$ cat config.mk
export PLATFORM = sky130hd
export DESIGN_NAME = ram64_arbiter_flat
export DESIGN_NICKNAME = d
export VERILOG_FILES = /design/src/rtl/ram64_arbiter_if.sv /design/src/rtl/ram64_arbiter.sv /design/src/flat_wrapper.sv
export SDC_FILE = /design/constraint.sdc
export NUM_CORES = 1
export LEC_CHECK = 0
export ABC_CLOCK_PERIOD_IN_PS = 2200
export BUFFER_PORTS_ARGS = -buffer_cell sky130_fd_sc_hd__buf_4
export CAP_MARGIN = 20
export CORE_MARGIN = 10
export CORE_UTILIZATION = 40
export CTS_CLUSTER_DIAMETER = 50
export DETAILED_ROUTE_END_ITERATION = 16
export PLACE_DENSITY = 0.72
export SYNTH_ARGS = -nofsm -noshare
export SYNTH_HDL_FRONTEND = slang
export SYNTH_SLANG_ARGS = --single-unit
export TNS_END_PERCENT = 10
$ cat constraint.sdc
create_clock -name clk -period 2.2 [get_ports clk]
set_input_delay 0.33 -clock clk [delete_from_list [all_inputs] [get_ports clk]]
set_output_delay 0.33 -clock clk [all_outputs]
set_load 0.02 [all_outputs]
$ cat src/rtl/ram64_arbiter_if.sv
// rtl/ram64_arbiter_if.sv - requester-side bus of the two-port RAM64 arbiter
interface ram64_arbiter_if #(
  parameter int AW = 6,
  parameter int DW = 16
);
  logic          req0;
  logic          req1;
  logic          we0;
  logic          we1;
  logic [AW-1:0] addr0;
  logic [AW-1:0] addr1;
  logic [DW-1:0] wdata0;
  logic [DW-1:0] wdata1;
  logic          ack0;
  logic          ack1;
  logic [DW-1:0] rdata0;
  logic [DW-1:0] rdata1;

  modport master (
    output req0, req1, we0, we1, addr0, addr1, wdata0, wdata1,
    input  ack0, ack1, rdata0, rdata1
  );

  modport slave (
    input  req0, req1, we0, we1, addr0, addr1, wdata0, wdata1,
    output ack0, ack1, rdata0, rdata1
  );
endinterface

$ cat src/rtl/ram64_arbiter.sv
// rtl/ram64_arbiter.sv - round-robin two-requester sequencer in front of a RAM64
module ram64_arbiter #(
  parameter int AW = 6,
  parameter int DW = 16
) (
  input  logic          clk,
  input  logic          rst_n,
  ram64_arbiter_if.slave bus,
  output logic          busy,
  output logic [DW-1:0] ram_in,
  output logic          ram_load,
  output logic [AW-1:0] ram_address,
  input  logic [DW-1:0] ram_out
);

  typedef enum logic [1:0] {
    IDLE   = 2'd0,
    ACCESS = 2'd1,
    DONE   = 2'd2
  } state_t;

  state_t        state;
  logic          grant;
  logic          last_grant;

  logic          winner;
  logic          sel_we;
  logic [AW-1:0] sel_addr;
  logic [DW-1:0] sel_wdata;

  // Ties go to whichever port did not win last time; a lone request always wins.
  always_comb begin
    winner = 1'b0;
    if (bus.req0 && bus.req1) begin
      winner = ~last_grant;
    end else if (bus.req1) begin
      winner = 1'b1;
    end
    sel_we    = winner ? bus.we1    : bus.we0;
    sel_addr  = winner ? bus.addr1  : bus.addr0;
    sel_wdata = winner ? bus.wdata1 : bus.wdata0;
  end

  always_ff @(posedge clk or negedge rst_n) begin
    if (!rst_n) begin
      state       <= IDLE;
      grant       <= 1'b0;
      last_grant  <= 1'b1;
      busy        <= 1'b0;
      ram_in      <= '0;
      ram_load    <= 1'b0;
      ram_address <= '0;
      bus.ack0    <= 1'b0;
      bus.ack1    <= 1'b0;
      bus.rdata0  <= '0;
      bus.rdata1  <= '0;
    end else begin
      case (state)
        IDLE: begin
          if (bus.req0 || bus.req1) begin
            ram_address <= sel_addr;
            ram_load    <= sel_we;
            ram_in      <= sel_wdata;
            grant       <= winner;
            last_grant  <= winner;
            busy        <= 1'b1;
            state       <= ACCESS;
          end
        end
        ACCESS: begin
          // ram_out is still the pre-write contents here, so a write returns the old word.
          if (grant) begin
            bus.rdata1 <= ram_out;
            bus.ack1   <= 1'b1;
          end else begin
            bus.rdata0 <= ram_out;
            bus.ack0   <= 1'b1;
          end
          ram_load <= 1'b0;
          state    <= DONE;
        end
        DONE: begin
          bus.ack0 <= 1'b0;
          bus.ack1 <= 1'b0;
          busy     <= 1'b0;
          state    <= IDLE;
        end
        default: begin
          bus.ack0 <= 1'b0;
          bus.ack1 <= 1'b0;
          ram_load <= 1'b0;
          busy     <= 1'b0;
          state    <= IDLE;
        end
      endcase
    end
  end

endmodule

$ cat src/flat_wrapper.sv
// flat-port wrapper written by rule: the top's interface ports become plain ports
module ram64_arbiter_flat 
#(
  parameter int AW = 6,
  parameter int DW = 16
)
  (clk, rst_n, busy, ram_in, ram_load, ram_address, ram_out, bus_req0, bus_req1, bus_we0, bus_we1, bus_addr0, bus_addr1, bus_wdata0, bus_wdata1, bus_ack0, bus_ack1, bus_rdata0, bus_rdata1);
  ram64_arbiter_if #(.AW(AW), .DW(DW)) bus_i ();
  input  logic clk;
  input  logic rst_n;
  output logic busy;
  output logic [DW-1:0] ram_in;
  output logic ram_load;
  output logic [AW-1:0] ram_address;
  input  logic [DW-1:0] ram_out;
  input wire logic [$bits(bus_i.req0)-1:0] bus_req0;
  input wire logic [$bits(bus_i.req1)-1:0] bus_req1;
  input wire logic [$bits(bus_i.we0)-1:0] bus_we0;
  input wire logic [$bits(bus_i.we1)-1:0] bus_we1;
  input wire logic [$bits(bus_i.addr0)-1:0] bus_addr0;
  input wire logic [$bits(bus_i.addr1)-1:0] bus_addr1;
  input wire logic [$bits(bus_i.wdata0)-1:0] bus_wdata0;
  input wire logic [$bits(bus_i.wdata1)-1:0] bus_wdata1;
  output wire logic [$bits(bus_i.ack0)-1:0] bus_ack0;
  output wire logic [$bits(bus_i.ack1)-1:0] bus_ack1;
  output wire logic [$bits(bus_i.rdata0)-1:0] bus_rdata0;
  output wire logic [$bits(bus_i.rdata1)-1:0] bus_rdata1;
  assign bus_i.req0 = bus_req0;
  assign bus_i.req1 = bus_req1;
  assign bus_i.we0 = bus_we0;
  assign bus_i.we1 = bus_we1;
  assign bus_i.addr0 = bus_addr0;
  assign bus_i.addr1 = bus_addr1;
  assign bus_i.wdata0 = bus_wdata0;
  assign bus_i.wdata1 = bus_wdata1;
  assign bus_ack0 = bus_i.ack0;
  assign bus_ack1 = bus_i.ack1;
  assign bus_rdata0 = bus_i.rdata0;
  assign bus_rdata1 = bus_i.rdata1;
  ram64_arbiter #(.AW(AW), .DW(DW)) u_core (.clk(clk), .rst_n(rst_n), .bus(bus_i), .busy(busy), .ram_in(ram_in), .ram_load(ram_load), .ram_address(ram_address), .ram_out(ram_out));
endmodule
==> results of run 1 <==
## registers in the layout, summed over array words and instances (netlist names)
| register | flops |
|---|---|
| u_core.ram_in | 16 |
| u_core.grant | 1 |
| u_core.bus.ack0 | 1 |
| u_core.ram_load | 1 |
| u_core.bus.ack1 | 1 |
| u_core.last_grant | 1 |
| u_core.busy | 1 |
| u_core.bus.rdata1 | 16 |
| u_core.ram_address | 6 |
| u_core.bus.rdata0 | 16 |
| u_core.state | 2 |
## synthesized netlist by cell type (all sizes together)
library cell	n	area, um2
a21bo	1	10.0
a21o	2	15.0
a21oi	1	5.00
a31oi	1	6.26
and2	1	6.26
buf	8	93.8
dfrtp	61	1530
dfstp	1	26.3
inv	3	11.3
mux2	77	1040
nand2	1	6.26
nand2b	1	6.26
nor2	3	11.3
nor2b	1	8.76
nor3	1	16.3
o21ai	1	5.00
o2bb2ai	1	8.76
o32ai	1	8.76
## worst max path at each step
stage	startpoint	to	slack, ps	cells after the start
6_report	u_core.last_grant	u_core.ram_address[5]	570	4
5_1_grt	u_core.last_grant	u_core.ram_address[5]	510	4
4_1_cts	u_core.last_grant	u_core.ram_address[5]	570	4
3_5_place_dp	u_core.last_grant	u_core.ram_address[5]	570	4
3_3_place_gp	u_core.last_grant	u_core.ram_address[5]	610	4
2_1_floorplan	u_core.last_grant	u_core.ram_in[10]	650	5
## cell families (layout without fill, tap and decap cells)
family                 count (synthesis)  count (layout)  share of synthesized area [%]
AOI/OAI and AO/OA                      8               8                           2.09
and+or+nand+nor                        8               8                           1.96
muxes                                 77              77                           36.9
buffers and inverters                 11             147                           3.74
DFF                                   62              62                           55.3
## layout make-up
class | instances | area, um2
Fill cell | 550 | 2790
Sequential cell | 62 | 1550
Multi-Input combinational cell | 93 | 1150
Timing Repair Buffer | 128 | 961
Clock buffer | 10 | 128
Tap cell | 96 | 120
Clock inverter | 6 | 86.3
Inverter | 3 | 11.3
## power by group through the flow
| stage | Combinational (uW) | Sequential (uW) | Clock (uW) |
|---|---|---|---|
| after global routing | 3340 | 2170 | 1150 |
| after global placement | 3160 | 2080 | 0 |
| after floorplan | 1330 | 2740 | 0 |
| after detailed placement | 3220 | 2100 | 0 |
| after CTS | 3220 | 2090 | 1090 |
| final | 3150 | 2090 | 1060 |
## through the flow
| step | setup WS (ps) | instance area (um2) |
|---|---|---|
| 3_5_place_dp | 569 | 3790 |
| 6_report | 572 | 4010 |
| 5_1_grt | 505 | 4010 |
| 3_3_place_gp | 610 | 3790 |
| 2_1_floorplan | 646 | 2810 |
| 4_1_cts | 566 | 4010 |
## metal layers
| metal | wire length [um] | vias to the layer above |
|---|---|---|
| li1 | - | 848 |
| met1 | 2910 | 898 |
| met2 | 3540 | 70 |
| met3 | 307 | 8 |
| met4 | 98 | 0 |
| met5 | 0 | - |
==> impl_metrics.tcl, run 1 <==
set metrics [dict create \
    outcome "completed" \
    nNetsFinal 363 \
    drv_slew 0 \
    vias_per_cell 4.58 \
    leakage_uw 0.00200 \
    finalCriticalPeriod_ps 1630 \
    dieArea_mm2 0.0108 \
    grt_pass1_wl_um 11000 \
    worstSetupStartpointType "flip-flop" \
    ant_nets 0 \
    maxSlewHeadroom_pct 48.9 \
    instances_no_fill 398 \
    fin_hold_ws_ps 70.9 \
    rsz0062_at_grt "false" \
    setup_tns_ps 0 \
    wl_um 6860 \
    ir_worst_vdd_mv 0.629 \
    design.portCount 124 \
    r2r_slack_ps 570 \
    h-tree-depth 3 \
    total_power_uw 6300 \
    holdBufCountCts 0 \
    syn_nets 232 \
    post_drt_wl_per_cell_um 17.2 \
    die_x_um 104 \
    core_area_mm2 0.00679 \
    grtUsageTotal_pct 12.6 \
    antenna_found_initial 0 \
    cts_sinks 62 \
    syn_area_mm2 0.00281 \
    dpl.cell_count 382 \
    yosysSeqAreaShare_pct 55.3 \
    critPathKind "flip-flop to flip-flop" \
    synthToLayoutAreaGrowth_pct 42.8 \
    vias 1824 \
    layout_commonest_cell "buf_4" \
    drt_iter0_markers 30 \
    gr-total-overflow 0 \
    std_cell_rows 30 \
    top_usage_layer "met2" \
    final_cell_mix "128 x buf_4, 61 x dfrtp_1, 45 x mux2_4" \
    p_clk_share_pct 16.9 \
    setup_violations 0 \
    initial_core_util_pct 41.3 \
    cp_max_fo 12 \
    final_util_pct 59.0 \
    drtPass1Iterations 4 \
    fin_crit_sh_pct 74.0 \
    dp_hpwl_um 5360 \
    postCtsSetupRepairBufs 0 \
    crit_required_ps 2410 \
    pwr-share-comb_pct 49.9 \
    die_h_um 104 \
    cts_made_buffers 9 \
    met2_usage_pct 21.2 \
    r2r.worst_path.cells 4 \
    crit_path_frequent_cell "mux2_2" \
    ys_types 22 \
    yosysWarnings 0 \
    worst_pin_slew_ps 767 \
    switchingPower_uw 2240 \
    drive_above_1_share_pct 74.2 \
    fin_skew_ps 7.43 \
    hold_viol_final 0 \
    grt_use_met1_pct 14.7 \
    place_congestion 0.704 \
    path_cells "a21bo_1 > buf_4 > mux2_2 > mux2_2" \
    cts_tree "yes" \
    synth_area_per_cell_um2 16.9 \
    grt_max_degree 63 \
    cp.buffers_inverters 1 \
    insertion_delay_ps 330 \
    syn_inst 166 \
    end_kind "flip-flop" \
    cpLargestDelayFamily "multiplexers" \
    clk_pin_slew_ps 70 \
    io_buffers 123 \
    diodes 0 \
    hold_class "input pin to async pin" \
    cts.path.max_buffers 2 \
    swShare_pct 35.6 \
    grt_pass1_vias 2052 \
    ctsRootBufferMaster "clkbuf_8" \
    ys_seq_elements 62 \
    grt_util_met3_pct 3.97 \
    reg2reg_to "u_core.ram_address[5]" \
    ctsResizeCount 0 \
    cellPowerDensity_mw_per_mm2 1570 \
    arrival_ps 1840 \
    timing.rr.start "u_core.last_grant" \
    drv_cap 0 \
    fmax_mhz 614 \
    cpPeakStageDelay_ps 540 \
    drc 0 \
    crit_slowest_cell "dfstp_2" \
    p_int_uw 4060 \
    power_frac_seq_pct 33.2 \
]
Note: power is estimated with default switching activity, not from simulation.
==> run 2, diff against run 1 <==
--- a/config.mk
+++ b/config.mk
@@ -5,7 +5,8 @@
 export SDC_FILE = /design/constraint.sdc
 export NUM_CORES = 1
 export LEC_CHECK = 0
-export ABC_CLOCK_PERIOD_IN_PS = 2200
+export ABC_AREA = 1
+export ABC_CLOCK_PERIOD_IN_PS = 1600
 export BUFFER_PORTS_ARGS = -buffer_cell sky130_fd_sc_hd__buf_4
 export CAP_MARGIN = 20
 export CORE_MARGIN = 10
==> constraint.sdc (replaced) <==
create_clock -name clk -period 1.6 [get_ports clk]
set_input_delay 0.24 -clock clk [delete_from_list [all_inputs] [get_ports clk]]
set_output_delay 0.24 -clock clk [all_outputs]
set_load 0.02 [all_outputs]
==> run 2 against run 1 <==
  * Clock skew is 2.1 ps higher
  * Sequential cell count stayed put
  * Sequential power rose by 33%
  * Cell area down 1.2%
  * Non-clock buffer count stayed put
  * Total power grew 24%
  * Largest cell class unchanged
  * Critical endpoint is now u_core.ram_in[2]
  * Setup slack got worse by 300 ps
  * Via count is 41% higher
  * Sequential share of layout area rose by 0.48 points
  * Highest routed layer unchanged
==> impl_metrics.tcl, run 2 <==
set metrics [dict create \
    layout_commonest_cell "buf_4" \
    switchingPower_uw 3310 \
    biggestRegsByFlops "u_core.bus.rdata0: 16 flops, u_core.bus.rdata1: 16 flops, u_core.ram_in: 16 flops" \
    path_cells "inv_2 > nand2_2 > nor2_8 > buf_4 > nand3_1 > nand2_1" \
    synth_edf_count 0 \
    cellPowerDensity_mw_per_mm2 1970 \
    grt_pass1_wl_um 12800 \
    maxSlewHeadroom_pct 64.3 \
    yosysWarnings 0 \
    synth_area_leaders "dfrtp_1 54%, nand2_1 14%, inv_1 8.4%" \
    drv_slew 0 \
    pwr-share-comb_pct 49.0 \
    yosysSeqAreaShare_pct 55.3 \
    fin_skew_ps 9.56 \
    drt_iter0_markers 111 \
    synth_top_area_share_pct 54.3 \
    multi_input_area_um2 891 \
    syn_nets 409 \
    core_area_mm2 0.00679 \
    ys_seq_elements 62 \
    gr-total-overflow 0 \
    instances_no_fill 566 \
    place_ws_ps 279 \
    worstSetupStartpointType "flip-flop" \
    grt_pass1_vias 2571 \
    arrival_ps 1590 \
    synth_area_per_cell_um2 8.19 \
    cp-startpoint "u_core.state[1]" \
    wl_um 7740 \
    ys_types 17 \
    hold_viol_final 0 \
    design.portCount 124 \
    syn_inst 343 \
    ant_nets 0 \
    cp_max_fo 16 \
    holdCritStartpoint "ram_out[5]" \
    drv_cap 0 \
    cts_sinks 62 \
    finalCriticalPeriod_ps 1330 \
    cts_tree "yes" \
    p_clk_share_pct 15.2 \
    antenna_found_initial 0 \
    post_drt_wl_per_cell_um 13.7 \
    cts_made_buffers 9 \
    nNetsFinal 531 \
    leakage_uw 0.00230 \
    die_h_um 104 \
    std_cell_rows 30 \
    final_cell_mix "126 x buf_4, 108 x nand2_1, 63 x inv_1" \
    hold_class "input pin to flip-flop" \
    io_buffers 123 \
    clk_pin_slew_ps 70 \
    crit_slowest_cell "dfrtp_1" \
    syn_area_mm2 0.00281 \
    grt_max_degree 36 \
    synth_top_cell_by_area "dfrtp_1" \
    fill_cells 621 \
    synth.most_common_cell "nand2_1" \
    drtPass1Iterations 6 \
    synth_ff_type "dfrtp_1" \
    ctsRootBufferMaster "clkbuf_8" \
    initial_core_util_pct 41.3 \
    insertion_delay_ps 330 \
    worst_pin_slew_ps 534 \
    fmax_mhz 754 \
    power_frac_seq_pct 35.8 \
    crit_required_ps 1860 \
    outcome "completed" \
    drc 0 \
    seqCellArea_mm2 0.00155 \
    die_x_um 104 \
    ir_worst_vdd_mv 1.08 \
    fin_crit_sh_pct 82.9 \
    critPathKind "flip-flop to flip-flop" \
    diodes 0 \
    ctsResizeCount 0 \
    synthToLayoutAreaGrowth_pct 41.0 \
    synthArstFlopShare_pct 100 \
    h-tree-depth 3 \
    drive_above_1_share_pct 32.3 \
    cts.path.max_buffers 2 \
    dp_hpwl_um 5830 \
    setup_violations 0 \
    vias 2563 \
    place_congestion 0.801 \
    rsz0062_at_grt "false" \
    final.setup.worst_slack_ps 273 \
    end_kind "flip-flop" \
    dieArea_mm2 0.0108 \
    p_int_uw 4470 \
    cpPeakStageDelay_ps 410 \
    grtUsageTotal_pct 14.3 \
    final_util_pct 58.3 \
    setup_tns_ps 0 \
    dpl.cell_count 549 \
    vias_per_cell 4.53 \
    timing.rr.start "u_core.state[1]" \
    swShare_pct 42.6 \
    netlist_top_cells_count "108 x nand2_1, 63 x inv_1, 61 x dfrtp_1" \
]
run 2: cell families after synthesis:
kind of cell    share of synthesized area (%)
simple gates                             25.7
buf+inv                                  13.0
compound gates                           6.06
flops                                    55.3
run 2: final cells by class:
cell class | count | area share, %
sequential | 62 | 39.2
timing repair buffer | 128 | 24.6
multi-input combinational | 198 | 22.5
inverter | 66 | 6.32
clock buffer | 13 | 3.76
tap | 96 | 3.03
clock inverter | 3 | 0.537
run 2: what timing repair did:
item	in CTS	in global routing
setup buffers	0	0
hold buffers	1	0
endpoints found under the hold margin	33	0
run 2: power groups by stage:
stage               clock [uW]  sequential [uW]  combinational (uW)
finish                    1180             2790                3810
global route              1290             2880                4200
CTS                       1220             2790                3910
floorplan                    0             3660                1400
global placement             0             2800                3820
detailed placement           0             2810                3890
run 2: metal layers:
layer,track usage (%),up-vias,wire [um]
met2,24.1,69,3920
met4,5.96,0,121
met3,2.48,10,291
met1,17.6,1194,3410
met5,0,-,0
li1,-,1290,-
run 2: metrics by stage:
stage	total power, uW	cell area (um2)	hold WS (ps)
after floorplan	5050	2810	-55.6
after global placement	6620	3780	222
after detailed placement	6700	3780	228
after CTS	7920	3960	155
after global routing	8370	3960	187
final	7790	3960	169
run 2: critical path, delay by kind of cell, from the launching register on:
family | cells | cell delay (ps)
simple gates | 4 | 490
flops | 1 | 410
buf+inv | 2 | 350
run 2: final timing paths:
check / endpoint / slack, ps / depth (start not counted)
max: u_core.ram_in[2] / 270 / 6
min: u_core.bus.rdata1[5] / 170 / 3
min in group asynchronous: u_core.bus.rdata0[6] / 400 / 2
min reg2reg: u_core.last_grant / 470 / 2
max in group asynchronous: u_core.bus.rdata1[4] / 700 / 3
max reg2reg: u_core.ram_in[2] / 270 / 6
==> run 3, diff against run 2 <==
--- a/config.mk
+++ b/config.mk
@@ -5,15 +5,15 @@
 export SDC_FILE = /design/constraint.sdc
 export NUM_CORES = 1
 export LEC_CHECK = 0
-export ABC_AREA = 1
-export ABC_CLOCK_PERIOD_IN_PS = 1600
+export ABC_AREA = 0
+export ABC_CLOCK_PERIOD_IN_PS = 1100
 export BUFFER_PORTS_ARGS = -buffer_cell sky130_fd_sc_hd__buf_4
 export CAP_MARGIN = 20
 export CORE_MARGIN = 10
 export CORE_UTILIZATION = 40
 export CTS_CLUSTER_DIAMETER = 50
 export DETAILED_ROUTE_END_ITERATION = 16
-export PLACE_DENSITY = 0.72
+export PLACE_DENSITY = 0.75
 export SYNTH_ARGS = -nofsm -noshare
 export SYNTH_HDL_FRONTEND = slang
 export SYNTH_SLANG_ARGS = --single-unit
==> constraint.sdc (replaced) <==
create_clock -name clk -period 1.1 [get_ports clk]
set_input_delay 0.165 -clock clk [delete_from_list [all_inputs] [get_ports clk]]
set_output_delay 0.165 -clock clk [all_outputs]
set_load 0.02 [all_outputs]
==> run 3 against run 2 <==
  * The run now ends with negative setup slack left
  * Global-route usage shrank 0.68 points
  * Sequential share of layout area shrank 3.1 points
  * Worst hold slack lost 93 ps
  * Total power grew 68%
  * Maximum frequency shrank 16%
  * Core utilization grew 5.0 points
  * Combinational power grew 88%
  * Die area is essentially flat
  * Largest power group unchanged
==> impl_metrics.tcl, run 3 (synthesis results as in run 1) <==
set metrics [dict create \
    drtPass1Iterations 4 \
    leakage_uw 0.00219 \
    fin_skew_ps 7.72 \
    postLayoutCellArea_mm2 0.00430 \
    ctsRootBufferMaster "clkbuf_8" \
    vias 1953 \
    dp_hpwl_um 5480 \
    instances_no_fill 418 \
    cp_max_fo 8 \
    fin_crit_sh_pct 143 \
    path_cells "a21bo_4 > buf_12 > mux2_4 > mux2_4" \
    ir_worst_vdd_mv 1.70 \
    dpl.cell_count 399 \
    final.setup.worst_slack_ps -472 \
    final_util_pct 63.3 \
    highest_layer "met4" \
    worst_pin_slew_ps 325 \
    setup_violations 57 \
    maxSlewHeadroom_pct 78.4 \
    crit_path_frequent_cell "mux2_4" \
    cpLargestDelayFamily "multiplexers" \
    dieArea_mm2 0.0108 \
    insertion_delay_ps 330 \
    arrival_ps 1780 \
    crit_required_ps 1310 \
    grt_pass1_vias 2265 \
    synthToLayoutAreaGrowth_pct 53.1 \
    outcome "finished with violations" \
    rsz0062_at_grt "true" \
    multi_input_area_mm2 0.00124 \
    clk_pin_slew_ps 70 \
    drc 0 \
    die_x_um 104 \
    place_ws_ps -490 \
    gr-total-overflow 0 \
    hold_viol_final 0 \
    fill_cells 538 \
    critPathKind "flip-flop to flip-flop" \
    initial_core_util_pct 41.3 \
    end_kind "flip-flop" \
    wl_met1_um 3140 \
    finalCriticalPeriod_ps 1570 \
    grtUsageTotal_pct 13.6 \
    nNetsFinal 383 \
    grt_pass1_wl_um 12000 \
    drive_above_1_share_pct 76.7 \
    cts.path.max_buffers 2 \
    diodes 0 \
    std_cell_rows 30 \
    cellPowerDensity_mw_per_mm2 3040 \
    biggestRegsByFlops "u_core.bus.rdata0: 16 flops, u_core.bus.rdata1: 16 flops, u_core.ram_in: 16 flops" \
    cts_made_buffers 9 \
    vias_per_cell 4.67 \
    cts_sinks 62 \
    drv_cap 0 \
    fin_hold_ws_ps 75.4 \
    final_cell_mix "139 x buf_4, 62 x mux2_4, 60 x dfrtp_1" \
    wl_met3_um 483 \
    place_area_mm2 0.00399 \
    layout_commonest_cell "buf_4" \
    drt_iter0_markers 37 \
    die_h_um 104 \
    post_drt_wl_per_cell_um 17.6 \
    grt_max_degree 25 \
    r2r_slack_ps -470 \
    cp.buffers_inverters 1 \
    wl_met2_um 3690 \
    ant_nets 0 \
    place_congestion 0.733 \
    violations "negative setup slack" \
    core_area_mm2 0.00679 \
    hold_class "input pin to flip-flop" \
    design.portCount 124 \
    antenna_found_initial 0 \
    io_buffers 123 \
    worstSetupStartpointType "flip-flop" \
    drv_slew 0 \
    seqCellArea_mm2 0.00155 \
    cpPeakStageDelay_ps 540 \
    cts_tree "yes" \
    fmax_mhz 636 \
    crit_slowest_cell "dfstp_2" \
    h-tree-depth 3 \
    wl_um 7340 \
]
[run 3: changes by cell type in the layout (fill, tap and decap cells not counted), moves of 4 or more]
cell | before | now
o21ai_1 | 5 | 0
buf_4 | 126 | 139
mux2_4 | 0 | 62
buf_12 | 1 | 5
nand3_1 | 47 | 0
mux2_2 | 0 | 15
o21ai_0 | 29 | 0
inv_1 | 63 | 3
nand2_1 | 108 | 0
nand2_2 | 5 | 0
[run 3: final timing paths]
check                                             end  depth (start not counted)         startpoint
worst max-delay path                 u_core.ram_in[7]                          4  u_core.last_grant
worst min-delay path             u_core.bus.rdata0[2]                          2         ram_out[2]
worst max register to register       u_core.ram_in[7]                          4  u_core.last_grant
worst min register to register            u_core.busy                          1        u_core.busy
max in group asynchronous       u_core.bus.rdata1[15]                          3              rst_n
min in group asynchronous        u_core.bus.rdata0[8]                          2              rst_n
[run 3: per-stage QoR]
stage / power [uW] / setup TNS, ps
floorplan: 8130 / -18430
global placement: 10900 / -19840
CTS: 13100 / -19780
detailed placement: 11000 / -21570
global route: 13800 / -21790
finish: 13100 / -19680
[run 3: layout make-up]
cell class	count	share of cell area [%]
flip-flops and latches	62	36.1
multi-input cells	93	28.8
repair buffers	148	28.1
clock buffers	12	3.38
well taps	96	2.79
clock inverters	4	0.524
inverters	3	0.262
[run 3: worst reg2reg max path, delay by kind of cell, from the launching register on]
family	cells	cell delay, ps
mux	2	570
flops	1	540
compound gates	1	190
buf+inv	1	160
[run 3: what timing repair did]
action	4_1_cts	5_1_grt
gates resized for setup	23	7
pin swaps	3	1
cloned	1	0
hold buffers	1	0
setup endpoints to repair	58	59
buffers inserted	1	0
endpoints found under the hold margin	20	0
[run 3: power by group]
group	total [uW]	leakage [uW]	internal, uW	switching [uW]
Combinational	7170	0.00138	4010	3160
Clock	1690	0.0000861	868	825
Sequential	4190	0.000726	3480	707
Total	13100	0.00219	8360	4690
[run 3: metal layers]
layer  track usage (%)  up-vias
met5                 0        -
met4              3.28        0
met3              5.76        4
met2              22.3       78
met1              16.2      980
li1                  -      891
